## src/rtl/mem_rr_arbiter_pkg.sv

```systemverilog
// Shared types and defaults for the round-robin memory arbiter.
package mem_arb_pkg;

    typedef enum logic [1:0] {
        IDLE  = 2'd0,
        ISSUE = 2'd1,
        RESP  = 2'd2
    } arb_state_t;

    localparam int DEF_NUM_REQ    = 4;
    localparam int DEF_ADDR_WIDTH = 8;
    localparam int DEF_WIDTH      = 16;
    localparam int DEF_TIMEOUT    = 64;

    // Next requester index after idx, wrapping with a compare so any count works.
    function automatic int wrap_inc(input int idx, input int n);
        return (idx + 1 == n) ? 0 : idx + 1;
    endfunction

endpackage

```

## src/rtl/mem_rr_arbiter_rr_pick.sv

```systemverilog
// Combinational round-robin picker: first set request at or after the pointer.
module rr_pick
    import mem_arb_pkg::*;
#(
    parameter int NUM_REQ = DEF_NUM_REQ,
    parameter int PTR_W   = $clog2(DEF_NUM_REQ)
) (
    input  logic [NUM_REQ-1:0] req,
    input  logic [PTR_W-1:0]   rr_ptr,
    output logic [NUM_REQ-1:0] grant_oh,
    output logic [PTR_W-1:0]   grant_idx,
    output logic               any
);

    int               idx;
    logic [PTR_W-1:0] idx_w;

    // Scan rr_ptr, rr_ptr+1, ... (mod NUM_REQ) and take the first active request.
    always_comb begin
        grant_oh  = '0;
        grant_idx = '0;
        any       = 1'b0;
        idx       = 0;
        idx_w     = '0;
        for (int k = 0; k < NUM_REQ; k++) begin
            idx = int'(rr_ptr) + k;
            if (idx >= NUM_REQ) begin
                idx = idx - NUM_REQ;
            end
            idx_w = PTR_W'(idx);
            if (!any && req[idx_w]) begin
                any             = 1'b1;
                grant_oh[idx_w] = 1'b1;
                grant_idx       = idx_w;
            end
        end
    end

endmodule

```

## src/rtl/mem_rr_arbiter.sv

```systemverilog
// Round-robin arbiter sharing one valid/ready memory port among NUM_REQ
// requesters, one transaction at a time, with a mem_ready watchdog.
module mem_rr_arbiter
    import mem_arb_pkg::*;
#(
    parameter int NUM_REQ    = DEF_NUM_REQ,
    parameter int ADDR_WIDTH = DEF_ADDR_WIDTH,
    parameter int WIDTH      = DEF_WIDTH,
    parameter int TIMEOUT    = DEF_TIMEOUT
) (
    input  logic                          clk,
    input  logic                          rst,
    input  logic [NUM_REQ-1:0]            req_valid,
    input  logic [NUM_REQ-1:0]            req_wr_rd,
    input  logic [NUM_REQ*ADDR_WIDTH-1:0] req_addr,
    input  logic [NUM_REQ*WIDTH-1:0]      req_wdata,
    output logic [NUM_REQ-1:0]            req_done,
    output logic [NUM_REQ-1:0]            req_err,
    output logic [WIDTH-1:0]              rsp_rdata,
    output logic                          mem_valid,
    output logic                          mem_wr_rd,
    output logic [ADDR_WIDTH-1:0]         mem_addr,
    output logic [WIDTH-1:0]              mem_wdata,
    input  logic                          mem_ready,
    input  logic [WIDTH-1:0]              mem_rdata,
    output logic                          busy
);

    localparam int PTR_W = $clog2(NUM_REQ);
    localparam int TMR_W = (TIMEOUT > 2) ? $clog2(TIMEOUT) : 1;
    localparam logic [TMR_W-1:0] TMR_LAST = TMR_W'((TIMEOUT > 0) ? TIMEOUT - 1 : 0);

    arb_state_t              state_q, state_d;
    logic [PTR_W-1:0]        rr_ptr_q, rr_ptr_d;
    logic [PTR_W-1:0]        grant_idx_q, grant_idx_d;
    logic [NUM_REQ-1:0]      grant_oh_q, grant_oh_d;
    logic [TMR_W-1:0]        timer_q, timer_d;
    logic                    mem_valid_q, mem_valid_d;
    logic                    mem_wr_rd_q, mem_wr_rd_d;
    logic [ADDR_WIDTH-1:0]   mem_addr_q, mem_addr_d;
    logic [WIDTH-1:0]        mem_wdata_q, mem_wdata_d;
    logic [WIDTH-1:0]        rsp_rdata_q, rsp_rdata_d;
    logic [NUM_REQ-1:0]      req_done_q, req_done_d;
    logic [NUM_REQ-1:0]      req_err_q, req_err_d;
    logic                    busy_q, busy_d;

    logic [NUM_REQ-1:0]      pick_oh;
    logic [PTR_W-1:0]        pick_idx;
    logic                    pick_any;
    logic                    handshake;
    logic                    timeout_hit;

    rr_pick #(
        .NUM_REQ (NUM_REQ),
        .PTR_W   (PTR_W)
    ) u_pick (
        .req       (req_valid),
        .rr_ptr    (rr_ptr_q),
        .grant_oh  (pick_oh),
        .grant_idx (pick_idx),
        .any       (pick_any)
    );

    assign handshake   = (state_q == ISSUE) && mem_valid_q && mem_ready;
    assign timeout_hit = (TIMEOUT != 0) && (state_q == ISSUE) && !mem_ready &&
                         (timer_q == TMR_LAST);

    // State register.
    always_ff @(posedge clk or negedge rst) begin
        if (!rst) begin
            state_q <= IDLE;
        end else begin
            state_q <= state_d;
        end
    end

    // Next-state logic: grant, wait for accept or watchdog, one response cycle.
    always_comb begin
        state_d = state_q;
        case (state_q)
            IDLE:    if (pick_any) state_d = ISSUE;
            ISSUE:   if (handshake || timeout_hit) state_d = RESP;
            RESP:    state_d = IDLE;
            default: state_d = IDLE;
        endcase
    end

    // Output/datapath logic: command latch at grant, completion, pointer advance.
    always_comb begin
        rr_ptr_d    = rr_ptr_q;
        grant_idx_d = grant_idx_q;
        grant_oh_d  = grant_oh_q;
        timer_d     = timer_q;
        mem_valid_d = mem_valid_q;
        mem_wr_rd_d = mem_wr_rd_q;
        mem_addr_d  = mem_addr_q;
        mem_wdata_d = mem_wdata_q;
        rsp_rdata_d = rsp_rdata_q;
        busy_d      = busy_q;
        req_done_d  = '0;
        req_err_d   = '0;
        case (state_q)
            IDLE: begin
                if (pick_any) begin
                    grant_idx_d = pick_idx;
                    grant_oh_d  = pick_oh;
                    mem_valid_d = 1'b1;
                    mem_wr_rd_d = req_wr_rd[pick_idx];
                    mem_addr_d  = req_addr[int'(pick_idx)*ADDR_WIDTH +: ADDR_WIDTH];
                    mem_wdata_d = req_wdata[int'(pick_idx)*WIDTH +: WIDTH];
                    busy_d      = 1'b1;
                    timer_d     = '0;
                end
            end
            ISSUE: begin
                if (handshake) begin
                    mem_valid_d = 1'b0;
                    if (!mem_wr_rd_q) begin
                        rsp_rdata_d = mem_rdata;
                    end
                    req_done_d = grant_oh_q;
                    rr_ptr_d   = PTR_W'(wrap_inc(int'(grant_idx_q), NUM_REQ));
                end else if (timeout_hit) begin
                    mem_valid_d = 1'b0;
                    req_done_d  = grant_oh_q;
                    req_err_d   = grant_oh_q;
                    rr_ptr_d    = PTR_W'(wrap_inc(int'(grant_idx_q), NUM_REQ));
                end else if (TIMEOUT != 0) begin
                    timer_d = timer_q + 1'b1;
                end
            end
            RESP: begin
                busy_d = 1'b0;
            end
            default: begin
                busy_d = 1'b0;
            end
        endcase
    end

    // Datapath and output registers; reset drops everything, losing any in-flight command.
    always_ff @(posedge clk or negedge rst) begin
        if (!rst) begin
            rr_ptr_q    <= '0;
            grant_idx_q <= '0;
            grant_oh_q  <= '0;
            timer_q     <= '0;
            mem_valid_q <= 1'b0;
            mem_wr_rd_q <= 1'b0;
            mem_addr_q  <= '0;
            mem_wdata_q <= '0;
            rsp_rdata_q <= '0;
            req_done_q  <= '0;
            req_err_q   <= '0;
            busy_q      <= 1'b0;
        end else begin
            rr_ptr_q    <= rr_ptr_d;
            grant_idx_q <= grant_idx_d;
            grant_oh_q  <= grant_oh_d;
            timer_q     <= timer_d;
            mem_valid_q <= mem_valid_d;
            mem_wr_rd_q <= mem_wr_rd_d;
            mem_addr_q  <= mem_addr_d;
            mem_wdata_q <= mem_wdata_d;
            rsp_rdata_q <= rsp_rdata_d;
            req_done_q  <= req_done_d;
            req_err_q   <= req_err_d;
            busy_q      <= busy_d;
        end
    end

    assign req_done  = req_done_q;
    assign req_err   = req_err_q;
    assign rsp_rdata = rsp_rdata_q;
    assign mem_valid = mem_valid_q;
    assign mem_wr_rd = mem_wr_rd_q;
    assign mem_addr  = mem_addr_q;
    assign mem_wdata = mem_wdata_q;
    assign busy      = busy_q;

endmodule

```

## config.mk

```make
export PLATFORM = sky130hd
export DESIGN_NAME = mem_rr_arbiter
export DESIGN_NICKNAME = d
export VERILOG_FILES = /design/src/rtl/mem_rr_arbiter_pkg.sv /design/src/rtl/mem_rr_arbiter_rr_pick.sv /design/src/rtl/mem_rr_arbiter.sv
export SDC_FILE = /design/constraint.sdc
export NUM_CORES = 1
export LEC_CHECK = 0
export ABC_CLOCK_PERIOD_IN_PS = 5810
export CAP_MARGIN = 40
export CORE_UTILIZATION = 45
export DETAILED_ROUTE_END_ITERATION = 6
export PLACE_DENSITY = 0.84
export SKIP_CTS_REPAIR_TIMING = 1
export SKIP_LAST_GASP = 1
export SYNTH_ARGS = -nofsm -noshare
export SYNTH_HDL_FRONTEND = slang
export SYNTH_SLANG_ARGS = --single-unit
```

## constraint.sdc

```tcl
create_clock -name clk -period 5.81 [get_ports clk]
set_input_delay 1.4525 -clock clk [delete_from_list [all_inputs] [get_ports clk]]
set_output_delay 1.4525 -clock clk [all_outputs]
set_load 0.01 [all_outputs]
```

**Word-level counts from Yosys, hierarchy flattened**

Cells that the tools add are included.

- Flip-flop bits (word level): 67
- Input port bits: 123
- Output and inout port bits: 51
- Word-level logic and storage cells: 130

- Add/subtract/negate cells: 9
- Order comparisons: 13
- Equal/unequal tests: 8
- Shifts and indexed selects: 2
- Multiplexer cells: 54
- Bitwise logic cells: 5
- Reduce and logical (&&, ||, !) cells: 26

Operator list:

| kind | number |
|---|---|
| $shiftx 64x7->16 | 1 |
| $mux 4 | 9 |
| $shiftx 32x6->8 | 1 |
| $mux 2 | 13 |
| $mux 6 | 3 |
| $mux 1 | 16 |
| $lt 2x3->1 const B | 5 |
| $or 4x4->4 | 3 |
| $pmux 6 s2 | 1 |
| $logic_and 1x1->1 | 11 |
| $bmux 1 s2 | 5 |
| $ge 3x3->1 const B | 3 |
| $demux 1 s2 | 4 |
| $ge 2x1->1 const B | 4 |
| $reduce_and 2->1 | 4 |
| $sub 2x1->2 const B | 4 |
| $add 2x1->3 const B | 2 |
| $add 2x2->3 const B | 2 |
| $add 6x1->6 const B | 1 |
| $eq 6x6->1 const B | 1 |
| $ne 2x2->1 const B | 3 |
| $reduce_and 3->1 | 2 |
| $logic_not 1->1 | 4 |
| $pmux 1 s2 | 2 |
| 11 further kinds | 13 |

**Depth between registers and ports, before layout**

- Word-level depth: 16
- Depth in mapped cells: 12
- Mapped depth without buffers: 7

**By module**

Synthesis repeated with hierarchy kept, for this count alone.

- Cell total of the unflattened synthesis: 252
- Area, all modules: 3729.8 um^2

By module, submodules not included:

| module | times used | cells each | area each (um^2) | sequential area each (um^2) |
|---|---|---|---|---|
| mem_rr_arbiter | 1 | 207 | 3310.7 | 1676.6 |
| rr_pick | 1 | 45 | 419.2 | 0.0 |

**Worst setup path before layout**

OpenSTA, ideal clock, no wires.

- Kind: input-to-reg
- Start point: input port req_valid[0]
- End point: register mem_addr_q[1], in the netlist mem_addr[1]
- Library setup time: 0.133 ns
- Arrival time: 3.056 ns
- Required time: 5.677 ns
- Slack: 2.621 ns
- Stages on the path: 8
- Path buffers: 3
- Cell sequence: buf_2 mux4_2 nand2b_1 buf_4 buf_6 a41o_1 o41ai_1 a21oi_1

- Word-level cells in the longest chain between the ends: 13
- Elaborated cells between the ends (all ways): 24
- Those cells by class: 1 x shift; 16 x mux; 7 x reduce/logical

RTL lines:

| element | RTL line | source |
|---|---|---|
| start, declared | mem_rr_arbiter.sv:13 | `input logic [NUM_REQ-1:0] req_valid,` |
| $bmux 1 s2 | mem_rr_arbiter_rr_pick.sv:31 | `if (!any && req[idx_w]) begin` |
| $mux 1 (implied by the code) | mem_rr_arbiter_rr_pick.sv:31 |  |
| $mux 1 | mem_rr_arbiter_rr_pick.sv:31 |  |
| $logic_not 1->1 | mem_rr_arbiter_rr_pick.sv:31 |  |
| $logic_and 1x1->1 | mem_rr_arbiter_rr_pick.sv:31 |  |
| $mux 1 | mem_rr_arbiter_rr_pick.sv:31 |  |
| $logic_not 1->1 | mem_rr_arbiter_rr_pick.sv:31 |  |
| $logic_and 1x1->1 | mem_rr_arbiter_rr_pick.sv:31 |  |
| $mux 1 | mem_rr_arbiter_rr_pick.sv:31 |  |
| $logic_not 1->1 | mem_rr_arbiter_rr_pick.sv:31 |  |
| $logic_and 1x1->1 | mem_rr_arbiter_rr_pick.sv:31 |  |
| $mux 2 or $mux 1 (tied branches) | mem_rr_arbiter_rr_pick.sv:31 |  |
| $shiftx 32x6->8 or $reduce_and 2->1 (tied branches) | - |  |
| end signal, assigned | mem_rr_arbiter.sv:163 | `mem_addr_q <= mem_addr_d;` |
| end, declared | mem_rr_arbiter.sv:40 | `logic [ADDR_WIDTH-1:0] mem_addr_q, mem_addr_d;` |

Parallel ways exist; a longest one is shown, timed or not. The select of a mux whose other input is x is not followed.
A chain may end at the register's enable or synchronous reset.

**Final worst setup path**

- Start point: input port req_valid[0]
- End point: register mem_wdata_q[15], in the netlist mem_wdata[15]

- Word-level cells in the longest chain between the ends: 13
- Elaborated cells between the ends (all ways): 24
- Those cells by class: 1 x shift; 16 x mux; 7 x reduce/logical

RTL lines:

| element | RTL line | source |
|---|---|---|
| $bmux 1 s2 | mem_rr_arbiter_rr_pick.sv:31 |  |
| $mux 1 (implied by the code) | mem_rr_arbiter_rr_pick.sv:31 |  |
| $mux 1 | mem_rr_arbiter_rr_pick.sv:31 |  |
| $logic_not 1->1 | mem_rr_arbiter_rr_pick.sv:31 |  |
| $logic_and 1x1->1 | mem_rr_arbiter_rr_pick.sv:31 |  |
| $mux 1 | mem_rr_arbiter_rr_pick.sv:31 |  |
| $logic_not 1->1 | mem_rr_arbiter_rr_pick.sv:31 |  |
| $logic_and 1x1->1 | mem_rr_arbiter_rr_pick.sv:31 |  |
| $mux 1 | mem_rr_arbiter_rr_pick.sv:31 |  |
| $logic_not 1->1 | mem_rr_arbiter_rr_pick.sv:31 |  |
| $logic_and 1x1->1 | mem_rr_arbiter_rr_pick.sv:31 |  |
| $mux 2 or $mux 1 (tied branches) | mem_rr_arbiter_rr_pick.sv:31 |  |
| $shiftx 64x7->16 or $reduce_and 2->1 (tied branches) | - |  |
| end signal, assigned | mem_rr_arbiter.sv:164 | `mem_wdata_q <= mem_wdata_d;` |
| end, declared | mem_rr_arbiter.sv:41 | `logic [WIDTH-1:0] mem_wdata_q, mem_wdata_d;` |

Parallel ways exist; a longest one is shown, timed or not. The select of a mux whose other input is x is not followed.

==> impl_metrics.py <==
metrics = {
    "sta": {
        "period_needed_ps": 4260,
        "relSlewSlack": 0.422,
        "worst_pin_slew_ps": 867,
        "tns_ps": 0,
        "setup_viol": 0,
        "fin_crit_sh": 0.733,
        "timing.fmax_ghz": 0.235,
        "skew_ps": 12.8,
        "finalMaxSlewViolations": 0,
        "hold_viol": 0,
        "rsz0062_at_grt": "no",
        "holdWs_ps": 490,
    },
    "cts": {
        "cts.sinks": 67,
        "root_buffer": "clkbuf_16",
        "path_clk_slew_ps": 60,
        "clk_path_buf_depth": 2,
        "cts_buffers": 9,
        "htreeDepth": 3,
        "clock_latency_ps": 340,
        "cts_tree": "built",
    },
    "worst_setup_path": {
        "worstSetupPathType": "in2reg",
        "critPathBufInv": 2,
        "rrSetupSlack_ps": 1790,
        "crit_fanout": 23,
        "cp.arrival_ps": 4470,
        "end_kind": "register",
        "path_cells": "clkdlybuf4s50_1 > mux4_2 > nand2b_1 > buf_4 > a41o_1 > o41ai_1 > a21oi_1",
        "critical-path-slowest-cell": "mux4_2",
        "cp-start-kind": "input port",
        "crit_path_max_incr_delay_ps": 770,
        "cpLargestDelayFamily": "buffers and inverters",
        "cp.required_ps": 6020,
    },
    "synth": {
        "synth_top_flop_cell": "dfrtp_1",
        "synth_cell_types": 51,
        "synth_area_sq_um": 6070,
        "synth.avg_cell_area_sq_um": 8.24,
        "synth_top_area_frac": 0.276,
        "yosysTopAreaCell": "dfrtp_1",
        "post-synth-top-count-cell": "dfrtp_1",
        "netlist_instances": 737,
        "yosys-top-cells-count": "dfrtp_1 (67), a211oi_1 (51), nand2_1 (48), inv_1 (45), nand3_1 (41)",
        "synthArstFlopShare": 1.00,
        "seq_area_frac_synth": 0.276,
        "synth_area_leaders": "dfrtp_1 (28%), a211oi_1 (6.3%), a41o_1 (4.1%)",
        "ys_warn_count": 0,
        "synth_edf_count": 0,
        "ys_seq_elements": 67,
        "syn_nets": 867,
    },
    "floorplan": {
        "ios": 174,
        "die_h_um": 118,
        "start_util": 0.461,
        "dieArea_sq_um": 14000,
        "rows": 42,
        "die_w_um": 118,
        "core_area_sq_um": 13200,
    },
    "route": {
        "via_count": 6664,
        "via_per_inst": 6.46,
        "drc": 0,
        "drt_iter0_drc": 887,
        "wire_per_inst_um": 19.5,
        "drt_pass1_iterations": 5,
        "wirelength_mm": 20.1,
        "postRouteAntennaNets": 0,
    },
    "place": {
        "routabilityCongestion": 0.814,
        "io_buffer_count": 173,
        "detailed_place_hpwl_mm": 13.2,
        "dp.cells": 1015,
    },
    "global_routing": {
        "gr-usage-met1": 0.396,
        "first_global_vias": 6483,
        "grt_busiest_layer": "met2",
        "grt_usage": 0.294,
        "grt-ovfl-total": 0,
        "use_met3": 0.0497,
        "grtUsageMet2": 0.450,
        "grt_pass1_wl_mm": 33.1,
        "grt_max_degree": 79,
        "antenna_found_initial": 0,
    },
    "final_layout": {
        "n_antenna_cell": 0,
        "num-nets-final": 980,
        "layout-drive-gt1-share": 0.0912,
        "syn_to_final_growth_pct": 32.8,
        "postLayoutCoreUtil": 0.612,
        "fin_cells": 1031,
    },
    "worst_hold_path": {
        "hp-class": "reg2reg",
    },
    "power": {
        "p_leak_uw": 0.00335,
        "ir_drop_v": 0.000388,
        "p_per_area_nw_per_um2": 544,
    },
    "outcome": {
        "status": "finished, final reports clean",
    },
    "job": {
        "cap_violations": 0,
    },
}
==> kinds of logic (layout without fill, tap and decap cells) <==
logic type	after synthesis	count (layout)	share of synthesized area
flops	67	67	0.276
xor+xnor	2	2	0.00288
buf+inv	131	249	0.0978
fa+ha+maj	7	7	0.0144
simple gates	262	262	0.242
compound gates	232	232	0.290
mux	36	36	0.0768
==> final cells by class <==
type                       count  area, sq um
clock buffer                  13          240
clock inverter                 3         40.0
fill                        1135         5120
inverter                      46          173
multi-input combinational    539         3830
sequential                    67         1680
tap                          176          220
timing repair buffer         187         1880
==> sequential cells by signal, summed over array words and instances (netlist names) <==
name,cells
busy,1
grant_idx_q,2
grant_oh_q,4
mem_addr,8
mem_valid,1
mem_wdata,16
mem_wr_rd,1
req_done,4
req_err,4
rr_ptr_q,2
rsp_rdata,16
state_q,2
timer_q,6
==> power by group <==
group          internal [uW]  leakage (uW)  switching (uW)
Sequential               676      0.000796             145
Clock                    332      0.000138             207
Combinational           1270       0.00241            1760
==> worst min-delay path, stage by stage, from the launching register on <==
cell,delay (ps)
dfrtp_1,340
nand2_1,60
nand2_1,60
==> per-stage QoR <==
stage	power, uW	worst slack [ps]	area (sq um)
floorplan	2920	2620	6070
global placement	3690	1390	7720
detailed placement	3800	1300	7790
CTS	4350	1610	8070
global route	4700	1410	8070
finish	4390	1550	8070
==> per-layer routing <==
layer / up-vias / share of wire
met3: 47 / 0.092
met5: - / 0
met2: 400 / 0.46
met4: 0 / 0.031
li1: 3059 / -
met1: 3158 / 0.42
==> worst paths after layout <==
check                                 endpoint      startpoint  depth (start not counted)
worst max-delay path             mem_wdata[15]    req_valid[0]                          7
worst min-delay path            grant_idx_q[1]  grant_idx_q[1]                          2
worst max register to register   mem_wdata[15]     rr_ptr_q[0]                          8
worst min register to register  grant_idx_q[1]  grant_idx_q[1]                          2
max in group asynchronous          rr_ptr_q[0]             rst                          2
min in group asynchronous           req_err[2]             rst                          1
==> cell usage in the layout (no fill, tap or decap), types with 14 or more instances in the layout <==
cell               n
o21ai_0           26
nor3_1            14
nor4_1            26
clkdlybuf4s50_1  172
o41ai_1           15
o211ai_1          24
a21oi_1           29
a31o_1            14
a211oi_1          51
mux2_2            18
nand2b_1          20
nand3_1           41
a21o_1            15
dfrtp_1           66
nand2_1           48
inv_1             45
a41o_1            25
and3_1            40
nor2_1            22
nor4b_1           25
Note: power is estimated with default switching activity, not from simulation.
